### src/rtl/intan_frame_asm_pkg.sv
// intan_pkg: shared FSM state encoding, default frame markers and frame-length helper
package intan_pkg;
  typedef enum logic [3:0] {
    S_IDLE, S_HDR, S_CNT, S_WAIT, S_RD, S_LAT, S_BYTE, S_TAIL, S_CHK, S_DONE
  } state_t;
  localparam logic [7:0] HEAD_DEF = 8'hAA;
  localparam logic [7:0] TAIL_DEF = 8'h55;
  function automatic int frame_len(input int nch, input int dw, input bit chk);
    return 3 + nch * dw / 8 + int'(chk);
  endfunction
endpackage

### src/rtl/intan_frame_asm_if.sv
// intan_frame_asm_if: byte-wide valid/ready uplink stream
// master drives tx_data/tx_valid and samples tx_ready; slave is the downstream sink
interface intan_frame_asm_if;
  logic [7:0] tx_data;
  logic       tx_valid;
  logic       tx_ready;
  modport master (output tx_data, output tx_valid, input tx_ready);
  modport slave (input tx_data, input tx_valid, output tx_ready);
endinterface

### src/rtl/intan_byte_tx.sv
// intan_byte_tx: registered tx_data/tx_valid output stage with handshake hold
// ports: clk, rst_n (sync active-low), load/byte_in (new byte from FSM),
//        accept (byte taken this cycle), tx (uplink master modport)
module intan_byte_tx (
  input  logic       clk,
  input  logic       rst_n,
  input  logic       load,
  input  logic [7:0] byte_in,
  output logic       accept,
  intan_frame_asm_if.master tx
);
  assign accept = tx.tx_valid & tx.tx_ready;
  // load is only issued when the stage is empty or being drained, so a stalled byte is never overwritten
  always_ff @(posedge clk) begin
    if (!rst_n) begin
      tx.tx_valid <= 1'b0;
      tx.tx_data  <= '0;
    end else if (load) begin
      tx.tx_valid <= 1'b1;
      tx.tx_data  <= byte_in;
    end else if (accept) begin
      tx.tx_valid <= 1'b0;
    end
  end
endmodule

### src/rtl/intan_frame_asm.sv
// intan_frame_asm: drains one sample per channel and serialises header, counter, samples, tail
// ports: clk, rst_n (sync active-low), start, fifo_empty/fifo_rden/fifo_rxd (per-channel FIFOs),
//        tx (uplink master modport), busy, frame_done, err_timeout (sticky)
// option: INTAN_FRAME_CHECKSUM_EN appends an XOR checksum byte after the tail
module intan_frame_asm
  import intan_pkg::*;
#(
  parameter int         NUM_CH  = 8,
  parameter int         DW      = 16,
  parameter logic [7:0] HEAD    = HEAD_DEF,
  parameter logic [7:0] TAIL    = TAIL_DEF,
  parameter int         TIMEOUT = 64
) (
  input  logic                 clk,
  input  logic                 rst_n,
  input  logic                 start,
  input  logic [NUM_CH-1:0]    fifo_empty,
  output logic [NUM_CH-1:0]    fifo_rden,
  input  logic [NUM_CH*DW-1:0] fifo_rxd,
  intan_frame_asm_if.master    tx,
  output logic                 busy,
  output logic                 frame_done,
  output logic                 err_timeout
);
  localparam int NB = DW / 8;
  localparam int KW = NUM_CH > 1 ? $clog2(NUM_CH) : 1;
  localparam int BW = NB > 1 ? $clog2(NB) : 1;
  localparam int TW = $clog2(TIMEOUT);
`ifdef INTAN_FRAME_CHECKSUM_EN
  localparam bit CHK_ON = 1'b1;
`else
  localparam bit CHK_ON = 1'b0;
`endif
  state_t            state_q;
  logic [KW-1:0]     k_q;
  logic [BW-1:0]     bi_q;
  logic [TW-1:0]     tmo_q;
  logic [DW-1:0]     sh_q;
  logic [7:0]        cnt_q, chk_q, byte_in;
  logic [NUM_CH-1:0] rden_q;
  logic              issued_q, busy_q, done_q, err_q, load, accept, last_b, last_k;
  assign last_b      = bi_q == BW'(NB - 1);
  assign last_k      = k_q == KW'(NUM_CH - 1);
  assign fifo_rden   = rden_q;
  assign busy        = busy_q;
  assign frame_done  = done_q;
  assign err_timeout = err_q;
  // issued_q marks that the current state's byte already sits in the output stage;
  // on accept the next byte is loaded in the same edge to keep one byte per cycle
  always_comb begin
    load = (!issued_q && (state_q == S_HDR || state_q == S_BYTE)) ||
           (accept && (state_q == S_HDR || (state_q == S_BYTE && (!last_b || last_k)) ||
                       (CHK_ON && state_q == S_TAIL)));
    byte_in = state_q == S_HDR ? (issued_q ? cnt_q : HEAD) :
              state_q == S_TAIL ? chk_q :
              (state_q == S_BYTE && issued_q && last_b) ? TAIL : sh_q[DW-1 -: 8];
  end
`ifdef INTAN_FRAME_CHECKSUM_EN
  always_ff @(posedge clk) begin
    if (!rst_n || state_q == S_IDLE) chk_q <= '0;
    else if (load) chk_q <= chk_q ^ byte_in;
  end
`else
  assign chk_q = '0;
`endif
  always_ff @(posedge clk) begin
    if (!rst_n) begin
      state_q  <= S_IDLE;
      k_q      <= '0;
      bi_q     <= '0;
      tmo_q    <= '0;
      sh_q     <= '0;
      cnt_q    <= '0;
      rden_q   <= '0;
      issued_q <= 1'b0;
      busy_q   <= 1'b0;
      done_q   <= 1'b0;
      err_q    <= 1'b0;
    end else begin
      done_q <= 1'b0;
      case (state_q)
        S_IDLE: if (start) begin
          state_q  <= S_HDR;
          k_q      <= '0;
          issued_q <= 1'b0;
          busy_q   <= 1'b1;
        end
        S_HDR: begin
          issued_q <= 1'b1;
          if (accept) state_q <= S_CNT;
        end
        S_CNT: if (accept) begin
          state_q  <= S_WAIT;
          issued_q <= 1'b0;
          tmo_q    <= '0;
        end
        S_WAIT: begin
          // checking empty first lets a late non-empty win over a simultaneous timeout
          if (!fifo_empty[k_q]) begin
            state_q <= S_RD;
            rden_q  <= NUM_CH'(1) << k_q;
            tmo_q   <= '0;
          end else if (tmo_q == TW'(TIMEOUT - 1)) begin
            state_q <= S_BYTE;
            sh_q    <= '0;
            bi_q    <= '0;
            err_q   <= 1'b1;
            tmo_q   <= '0;
          end else begin
            tmo_q <= tmo_q + TW'(1);
          end
        end
        S_RD: begin
          rden_q  <= '0;
          state_q <= S_LAT;
        end
        S_LAT: begin
          sh_q    <= fifo_rxd[32'(k_q) * DW +: DW];
          bi_q    <= '0;
          state_q <= S_BYTE;
        end
        S_BYTE: begin
          if (load) sh_q <= sh_q << 8;
          issued_q <= 1'b1;
          if (accept) begin
            bi_q <= last_b ? '0 : bi_q + BW'(1);
            if (last_b && last_k) state_q <= S_TAIL;
            else if (last_b) begin
              state_q  <= S_WAIT;
              k_q      <= k_q + KW'(1);
              issued_q <= 1'b0;
              tmo_q    <= '0;
            end
          end
        end
        S_TAIL: if (accept) begin
          state_q <= CHK_ON ? S_CHK : S_DONE;
          done_q  <= !CHK_ON;
        end
        S_CHK: if (accept) begin
          state_q <= S_DONE;
          done_q  <= 1'b1;
        end
        S_DONE: begin
          state_q  <= S_IDLE;
          busy_q   <= 1'b0;
          issued_q <= 1'b0;
          cnt_q    <= cnt_q + 8'd1;
        end
        default: state_q <= S_IDLE;
      endcase
    end
  end
  intan_byte_tx u_tx (
    .clk     (clk),
    .rst_n   (rst_n),
    .load    (load),
    .byte_in (byte_in),
    .accept  (accept),
    .tx      (tx)
  );
endmodule
### src/flat_wrapper.sv
// flat-port wrapper written by rule: the top's interface ports become plain ports
module intan_frame_asm_flat import intan_pkg::*;
#(
  parameter int         NUM_CH  = 8,
  parameter int         DW      = 16,
  parameter logic [7:0] HEAD    = HEAD_DEF,
  parameter logic [7:0] TAIL    = TAIL_DEF,
  parameter int         TIMEOUT = 64
)
  (clk, rst_n, start, fifo_empty, fifo_rden, fifo_rxd, busy, frame_done, err_timeout, tx_tx_data, tx_tx_valid, tx_tx_ready);
  intan_frame_asm_if tx_i ();
  input  logic clk;
  input  logic rst_n;
  input  logic start;
  input  logic [NUM_CH-1:0] fifo_empty;
  output logic [NUM_CH-1:0] fifo_rden;
  input  logic [NUM_CH*DW-1:0] fifo_rxd;
  output logic busy;
  output logic frame_done;
  output logic err_timeout;
  output wire logic [$bits(tx_i.tx_data)-1:0] tx_tx_data;
  output wire logic [$bits(tx_i.tx_valid)-1:0] tx_tx_valid;
  input wire logic [$bits(tx_i.tx_ready)-1:0] tx_tx_ready;
  assign tx_tx_data = tx_i.tx_data;
  assign tx_tx_valid = tx_i.tx_valid;
  assign tx_i.tx_ready = tx_tx_ready;
  intan_frame_asm #(.NUM_CH(NUM_CH), .DW(DW), .HEAD(HEAD), .TAIL(TAIL), .TIMEOUT(TIMEOUT)) u_core (.clk(clk), .rst_n(rst_n), .start(start), .fifo_empty(fifo_empty), .fifo_rden(fifo_rden), .fifo_rxd(fifo_rxd), .tx(tx_i), .busy(busy), .frame_done(frame_done), .err_timeout(err_timeout));
endmodule
### config.mk
export PLATFORM = sky130hd
export DESIGN_NAME = intan_frame_asm_flat
export DESIGN_NICKNAME = d
export VERILOG_FILES = /design/src/rtl/intan_frame_asm_pkg.sv /design/src/rtl/intan_frame_asm_if.sv /design/src/rtl/intan_byte_tx.sv /design/src/rtl/intan_frame_asm.sv /design/src/flat_wrapper.sv
export SDC_FILE = /design/constraint.sdc
export NUM_CORES = 1
export LEC_CHECK = 0
export CORE_ASPECT_RATIO = 1.1
export CORE_UTILIZATION = 46
export CTS_BUF_LIST = sky130_fd_sc_hd__clkbuf_4 sky130_fd_sc_hd__clkbuf_8
export CTS_CLUSTER_DIAMETER = 120
export DETAILED_ROUTE_END_ITERATION = 10
export GPL_TIMING_DRIVEN = 0
export PLACE_DENSITY_LB_ADDON = 0.25
export SLEW_MARGIN = 5
export SYNTH_ARGS = -nofsm -noshare
export SYNTH_HDL_FRONTEND = slang
export SYNTH_HIERARCHICAL = 1
export SYNTH_SLANG_ARGS = --single-unit
### constraint.sdc
create_clock -name clk -period 4.75 [get_ports clk]
set_clock_uncertainty 0.05 [all_clocks]
set_input_delay 0.475 -clock clk [delete_from_list [all_inputs] [get_ports clk]]
set_output_delay 0.475 -clock clk [all_outputs]
set_load 0.02 [all_outputs]
# [Word level (Yosys, flattened, before mapping)]
# Cells that the tools add are included.
[word_totals] regBits=59 output_inout_bits=20 word_cells=125
[op_classes] n_reduce_logical=31 muxes=49 magnitude_cmp=1 n_bitwise=1 add_sub_neg=4 n_shift=2 n_eq_ne=24
[op_table] operator="indexed part select 128 x 8 -> 16 bit" n=1
[op_table] operator="two-way mux 16 bit" n=3
[op_table] operator="case mux 16 bit (3 select lines)" n=1
[op_table] operator="two-way mux 8 bit" n=5
[op_table] operator="two-way mux 4 bit" n=9
[op_table] operator="two-way mux 6 bit" n=6
[op_table] operator="case mux 4 bit (8 select lines)" n=1
[op_table] operator="case mux 6 bit (3 select lines)" n=1
[op_table] operator="== test 4 x 3 -> 1 bit (second input constant)" n=4
[op_table] operator="inequality test 2 x 1 -> 1 bit (second input constant)" n=8
[op_table] operator="case mux 8 bit (2 select lines)" n=1
[op_table] operator="two-way mux 1 bit" n=13
[op_table] operator="two-way mux 3 bit" n=4
[op_table] operator="AND reduction 5 bit" n=2
[op_table] operator="adder 8 x 1 -> 8 bit (second input constant)" n=1
[op_table] operator="== test 4 x 2 -> 1 bit (second input constant)" n=2
[op_table] operator="== test 4 bit (second input constant)" n=2
[op_table] operator="AND reduction 4 bit" n=2
[op_table] operator="nonzero test 2 bit" n=4
[op_table] operator="left shift 1 x 3 -> 8 bit (first input constant)" n=1
[op_table] operator="AND reduction 7 bit" n=1
[op_table] operator="adder 6 x 1 -> 6 bit (second input constant)" n=1
[op_table] operator="== test 6 bit (second input constant)" n=1
[op_table] operator="logical AND 1 bit" n=6
[op_table] operator="other kinds (22)" n=32

# [Depth between registers and ports, before layout]
# Gate-level depths: netlist of the first run.
[logic_depth] ltp_word=8 ltp_mapped=9 mapped_depth_nobuf=7

# [Cells and area by module]
# Netlist of the first run, hierarchy kept.
[by_module_without_submodules] mod="intan_frame_asm" n_inst=1 seq_area_each_um2=1001.0 cells_per_inst=416 area_per_inst_um2=3654.8
[by_module_without_submodules] mod="intan_byte_tx" n_inst=1 seq_area_each_um2=180.2 cells_per_inst=29 area_per_inst_um2=341.6

# [Least setup slack after synthesis of the first run]
# No wires, ideal clock.
[synth_timing] path_kind="register -> register" startpoint="register u_core.k_q[0]" endpoint="register u_core.sh_q[7]" arrival_ps=1866 path_stages_with_launch=9 path_buffers=3 path_slack_ps=2702 period_less_slack_ps=2048 cell_sequence="dfxtp_1 buf_6 buf_2 buf_2 mux4_2 nand2_1 nand2_1 nand2_1 a21oi_1"
[synth_between] elab_chain_len=8
[synth_rtl] item="start: declaration" line="intan_frame_asm.sv:35" rtl="logic [KW-1:0] k_q;"
[synth_rtl] item="start signal: assignment" line="intan_frame_asm.sv:130" rtl="k_q <= k_q + KW'(1);"
[synth_rtl] item="branches (longest 8 deep; another with indexed part select 128 x 8 -> 16 bit)"
[synth_rtl] item="end signal: assignment" line="intan_frame_asm.sv:118" rtl="sh_q <= fifo_rxd[32'(k_q) * DW +: DW];"
[synth_rtl] item="end signal: assignment" line="intan_frame_asm.sv:123" rtl="if (load) sh_q <= sh_q << 8;"
[synth_rtl] item="end: declaration" line="intan_frame_asm.sv:38" rtl="logic [DW-1:0] sh_q;"
# Parallel ways; which one is timed is not known. The select of a mux whose other input is x is not followed.
# A chain may end at the register's enable or synchronous reset.

# [Final worst setup path of the first run]
[layout_timing] startpoint="register u_core.state_q[0]" endpoint="register u_core.sh_q[15]"
[layout_between] elab_chain_len=7
[layout_rtl] item="start: declaration" line="intan_frame_asm.sv:34" rtl="state_t state_q;"
[layout_rtl] item="start signal: assignment" line="intan_frame_asm.sv:137" rtl="state_q <= CHK_ON ? S_CHK : S_DONE;"
[layout_rtl] item="== test 4 x 3 -> 1 bit" line="intan_frame_asm.sv:51, intan_frame_asm.sv:52, intan_frame_asm.sv:81"
[layout_rtl] item="logical AND 1 bit" line="intan_frame_asm.sv:52" rtl="(accept && (state_q == S_HDR || (state_q == S_BYTE && (!last_b || last_k)) ||"
[layout_rtl] item="logical OR 1 bit" line="intan_frame_asm.sv:52"
[layout_rtl] item="logical AND 1 bit" line="intan_frame_asm.sv:52"
[layout_rtl] item="logical OR 1 bit" line="intan_frame_asm.sv:51" rtl="load = (!issued_q && (state_q == S_HDR || state_q == S_BYTE)) ||"
[layout_rtl] item="inequality test 2 x 1 -> 1 bit (no line)"
[layout_rtl] item="AND reduction 4 bit (no line)"
# Parallel ways exist; a longest one is shown, timed or not.

==> metrics.yaml, run 1 <==
timing:
  hold_violations: 0
  fin_crit_sh_pct: 53.6
  fin_tns_setup_ps: 0
  min_period_ps: 2540
  grt_setup_unrepaired: "false"
  tightestPinTransition_ps: 793
  fin_ws_ps: 2210
  maxSlewViolCount: 0
  relSlewSlack_pct: 47.0
  setup_viol: 0
  fmax_mhz: 393
worst_setup_path:
  cpPeakStageDelay_ps: 680
  cp_max_fo: 10
  critPathKind: "flip-flop to flip-flop"
  cp-end-kind: "flip-flop"
  path_buf_inv: 2
  worst_ep_arrival_time_ps: 2740
  crit_chain: "buf_2, nor4b_2, o21ai_1, a2bb2oi_2, buf_4, a21oi_1, a311oi_1"
  start_kind: "flip-flop"
  cp_slowest_cell: "nor4b_2"
  cp_data_required_time_ps: 4940
  path_delay_family: "compound AO/OA/AOI/OAI gates"
final_layout:
  n_fill_cell: 686
  n_antenna_cell: 0
  syn2layout_area_growth_pct: 47.9
  instances_no_fill: 731
  layout-drive-gt1-share_pct: 10.3
  num-nets-final: 763
floorplanning:
  die_h_um: 99.8
  floorplan.core_area_um2: 8410
  dieArea_um2: 9060
  fp-row-count: 35
  start_util_pct: 47.5
  fp.dieW_um: 90.9
  ios: 160
global_routing:
  grt_pass1_vias: 4117
  globalRouteTotalUtil_pct: 27.8
  grt_max_degree: 13
  grt_antenna_before_repair: 0
  grt_overflow: 0
  grt_pass1_wl_um: 19700
place:
  dp.cells: 715
  gp_congestion: 0.903
  portBuffers: 159
  pre_cts_slack_ps: 2040
  hpwl_um: 9860
clock_network:
  cts_buffers: 9
  cts_sinks: 59
  cts_hold_buf: 0
  postCtsResizedCells: 0
  cts_buffer_depth: 2
  postCtsSetupBuffers: 0
  path_clk_slew_ps: 60
  root_buffer: "clkbuf_8"
  htree_levels: 3
  tritoncts: "built"
  clock_latency_ps: 330
detailed_routing:
  drtIter0Drc: 336
  wl_per_cell_um: 16.8
  ant_nets: 0
  drc: 0
  wl_um: 12300
  num_vias: 4201
  first_pass_iters: 5
  via_per_inst: 5.75
synthesis:
  synth_edf_count: 0
  synth-seq-area-share_pct: 29.6
  yosysWarnings: 6
  synth_cell_type_count: 58
  synthFlopType: "dfxtp_1"
  syn_area_per_cell_um2: 8.98
  syn-num-nets: 593
  synth_seq_cells: 59
  synthCells: 445
  synth_area_um2: 4000
  ys_async_sr_fraction_pct: 0
power_and_ir_drop:
  cellPowerDensity_nw_per_um2: 213
  totalPowerFinal_mw: 1.26
  leakagePower_nw: 2.00
  peakVddDrop_v: 0.000129
min_path:
  hold_path.class: "flip-flop to flip-flop"
outcome:
  status: "complete, no violations"
run:
  drv_cap: 0
## metal layers
| metal | GRT usage (%) | wire (um) | vias to the layer above |
|---|---|---|---|
| met1 | 31.4 | 4820 | 1968 |
| met4 | 12.1 | 295 | 0 |
| met3 | 5.58 | 771 | 28 |
| met5 | 0 | 0 | - |
| met2 | 50.6 | 6390 | 189 |
| li1 | - | - | 2016 |
## power by group
| group | leakage (nW) | switching, mW | internal (mW) |
|---|---|---|---|
| Combinational | 1.43 | 0.135 | 0.188 |
| Sequential | 0.476 | 0.0115 | 0.508 |
| Clock | 0.101 | 0.184 | 0.234 |
| Total | 2.00 | 0.330 | 0.930 |
## final cells by class
class                      instances  area, um^2  share of cell area (%)
multi-input combinational        348        2640                    44.7
timing repair buffer             159        1590                    26.9
clock buffer                      14         174                    2.94
clock inverter                     2        10.0                   0.169
sequential                        59        1180                    20.0
tap                              111         139                    2.35
buffer                            32         153                    2.58
inverter                           6        22.5                   0.381
## tightest hold or removal path: stages, from the launching register on
cell and delay, ps:
dfxtp_1 320, nand2_1 50, a21oi_1 50
## metrics by stage
step	utilization [%]	cell area, um^2	hold slack, ps
detailed placement	68.1	5730	400
global placement	68.1	5730	395
global route	70.3	5910	437
finish	70.3	5910	418
floorplan	-	4000	399
CTS	70.3	5910	420
## logic make-up after synthesis
family          after synthesis  share of synthesized area [%]
xor+xnor                      8                           1.75
compound gates              111                           18.7
flops                        59                           29.6
fa+ha+maj                     8                           2.50
buf+inv                      38                           4.38
mux                          53                           21.2
simple gates                168                           22.0
## placed cells by master (no fill, tap or decap), types with 4 or more instances in the layout
cell type / count
a22oi_1: 8
xor2_1: 6
a32oi_1: 10
or2_2: 4
nand2b_1: 15
mux4_2: 21
a31oi_1: 6
clkbuf_1: 14
nand3_1: 17
nor2b_1: 16
dfxtp_1: 59
nor3_1: 5
mux2i_1: 26
a21oi_1: 34
clkdlybuf4s50_1: 159
nor2_1: 28
clkbuf_8: 11
a311oi_1: 8
buf_1: 4
o2bb2ai_1: 4
ha_1: 8
a22o_1: 4
nand2_1: 53
o21ai_0: 18
buf_2: 10
and2_1: 5
## synth_stat cells, types with 6 or more instances
master / count / area share, %
a22oi_1: 8 / 1.5
a31oi_1: 6 / 0.94
nor2b_1: 16 / 2.5
nand2_1: 53 / 5.0
mux4_2: 21 / 12
a32oi_1: 10 / 2.2
clkbuf_1: 14 / 1.3
buf_2: 10 / 1.3
dfxtp_1: 59 / 30
ha_1: 8 / 2.5
nand2b_1: 15 / 2.3
nor2_1: 28 / 2.6
mux2i_1: 26 / 6.5
xor2_1: 6 / 1.3
a21oi_1: 34 / 4.3
o21ai_0: 18 / 2.3
nand3_1: 17 / 2.1
a311oi_1: 8 / 1.8
## worst paths after layout
check / end / slack, ps / cells past startpoint / startpoint
min reg2reg: u_core/fifo_rden[5] / 420 / 2 / u_core/fifo_rden[5]
min: u_core/fifo_rden[5] / 420 / 2 / u_core/fifo_rden[5]
max reg2reg: u_core/sh_q[15] / 2210 / 7 / u_core/state_q[0]
max: u_core/sh_q[15] / 2210 / 7 / u_core/state_q[0]
## state kept, by name, indices dropped and copies added (netlist names)
signal / cells
u_core/bi_q: 1
u_core/busy: 1
u_core/cnt_q: 8
u_core/err_timeout: 1
u_core/fifo_rden: 8
u_core/frame_done: 1
u_core/issued_q: 1
u_core/k_q: 3
u_core/sh_q: 16
u_core/state_q: 4
u_core/tmo_q: 6
u_core/u_tx/tx.tx_data: 8
u_core/u_tx/tx.tx_valid: 1
Note: power is estimated with default switching activity, not from simulation.
==> run 2, diff against run 1 <==
Settings changed: CORE_UTILIZATION 46 to 41.
Clock period 4.75 ns to 2.1 ns, I/O delays scaled along.
==> metrics.yaml, run 2 (synthesis gave the netlist of run 1 again) <==
worst_setup_path:
  start_kind: "flip-flop"
  path_delay_family: "simple AND/OR/NAND/NOR gates"
  cp_slowest_cell: "or4_1"
  crit_chain: "buf_8, mux2i_1, a22o_4, or3_4, or4_1, a31oi_1"
  cp_data_required_time_ps: 2310
  worst_ep_arrival_time_ps: 2270
  cp_max_fo: 10
  path_buf_inv: 1
  critPathKind: "flip-flop to flip-flop"
  cpPeakStageDelay_ps: 490
  cp-end-kind: "flip-flop"
  cp-startpoint: "u_core/k_q[0]"
  r2r-start: "u_core/k_q[0]"
detailed_routing:
  via_per_inst: 5.70
  num_vias: 4246
  wl_um: 12700
  drc: 0
  ant_nets: 0
  first_pass_iters: 5
  drtIter0Drc: 194
  wl_per_cell_um: 17.0
power_and_ir_drop:
  pwr-share-comb_pct: 27.4
  peakVddDrop_v: 0.000271
  pwr-share-clk_pct: 32.6
  p_sw_mw: 0.798
  leakagePower_nw: 2.13
  totalPowerFinal_mw: 2.94
  p_seq_share_pct: 40.0
  intPower_mw: 2.15
  cellPowerDensity_nw_per_um2: 474
  swShare_pct: 27.1
global_routing:
  grt_antenna_before_repair: 0
  grt_pass1_vias: 4343
  met3_usage_pct: 5.92
  use_met2_pct: 44.9
  top_usage_layer: "met2"
  grt_pass1_wl_um: 20100
  grt_overflow: 0
  globalRouteTotalUtil_pct: 25.8
  grt_max_degree: 13
  grt_use_met1_pct: 29.2
clock_network:
  cts_buffers: 9
  cts_sinks: 59
  root_buffer: "clkbuf_8"
  path_clk_slew_ps: 60
  cts_hold_buf: 0
  htree_levels: 3
  clock_latency_ps: 340
  tritoncts: "built"
  cts_buffer_depth: 2
floorplanning:
  fp.dieW_um: 96.1
  ios: 160
  floorplan.core_area_um2: 9400
  dieArea_um2: 10100
  die_h_um: 106
  start_util_pct: 42.5
  fp-row-count: 37
timing:
  relSlewSlack_pct: 62.2
  hold_violations: 0
  fmax_mhz: 485
  min_period_ps: 2060
  setup_viol: 0
  grt_setup_unrepaired: "true"
  fin_crit_sh_pct: 98.2
  fin_ws_ps: 37.4
  holdWs_ps: 409
  tightestPinTransition_ps: 567
  maxSlewViolCount: 0
final_layout:
  num-nets-final: 772
  layout_commonest_cell: "clkdlybuf4s50_1"
  regMostFlops: "u_core/sh_q"
  n_antenna_cell: 0
  largest_register_ffs: 16
  syn2layout_area_growth_pct: 55.3
  n_fill_cell: 746
  mostFrequentLayoutCells: "clkdlybuf4s50_1, nand2_1, dfxtp_1"
  layout-drive-gt1-share_pct: 17.0
run:
  drv_cap: 0
place:
  portBuffers: 159
  pre_cts_slack_ps: -499
  gp_congestion: 0.898
  hpwl_um: 9940
min_path:
  min_from: "u_core/fifo_rden[4]"
  hold_path.class: "flip-flop to flip-flop"
outcome:
  status: "complete, no violations"
[run 2: changes by cell type in the layout (fill, tap and decap cells not counted), moves of 2 or more]
cell      change
buf_4        +15
clkbuf_1      -8
buf_2         -6
dfxtp_1       -6
clkbuf_2      +5
dfxtp_2       +5
buf_1         -4
buf_6         +4
ha_1          -2
ha_2          +2
nor4b_2       -2
nor4b_4       +2
nor4bb_1      -2
o21ai_1       -2
[run 2: routing by layer]
| metal | vias up | share of wire (%) |
|---|---|---|
| li1 | 2028 | - |
| met1 | 2014 | 40 |
| met2 | 171 | 51 |
| met3 | 33 | 5.5 |
| met4 | 0 | 2.6 |
| met5 | - | 0 |
[run 2: repair_timing]
action,4_1_cts,5_1_grt
gates resized for setup,32,42
cloned,0,1
pin swaps,4,0
endpoints found under the setup margin,42,38
buffers inserted,3,6
hold endpoints to repair,0,0
[run 2: path summary, 6_finish.rpt]
| check | endpoint | slack [ps] | cells past startpoint |
|---|---|---|---|
| setup / recovery | u_core/tmo_q[4] | 40 | 6 |
| hold / removal | u_core/fifo_rden[4] | 410 | 2 |
| setup reg to reg | u_core/tmo_q[4] | 40 | 6 |
| hold reg to reg | u_core/fifo_rden[4] | 410 | 2 |
[run 2: final cells by class]
class                           count  area (um^2)  area share [%]
Clock buffer                       13          173            2.78
Tap cell                          117          146            2.36
Inverter                            6         22.5           0.363
Clock inverter                      2         10.0           0.161
Buffer                             31          215            3.47
Multi-Input combinational cell    348         2780            44.8
Sequential cell                    59         1190            19.2
Timing Repair Buffer              169         1670            26.9
[run 2: through the flow]
| stage | area, um^2 | util (%) | setup TNS, ps | instances |
|---|---|---|---|---|
| 6_report | 6210 | 66.0 | 0 | 745 |
| 5_1_grt | 6210 | 66.0 | -80.7 | 745 |
| 4_1_cts | 6040 | 64.3 | 0 | 738 |
| 3_5_place_dp | 5730 | 61.0 | -12860 | 721 |
| 3_3_place_gp | 5730 | 61.0 | -10540 | 721 |
| 2_1_floorplan | 4000 | - | 0 | 445 |
[run 2: tightest hold or removal path, delay by kind of cell, from the launching register on]
family	cells	cell delay, ps
and+or+nand+nor	1	50
AOI/OAI and AO/OA	1	50
DFF	1	310
[run 2: power by group through the flow]
stage               Clock (mW)  Sequential (mW)  Combinational (mW)
detailed placement           0             1.20               0.728
CTS                      0.970             1.17               0.759
finish                   0.959             1.18               0.808
global placement             0             1.20               0.717
global route              1.01             1.18               0.868
floorplan                    0             1.21               0.334
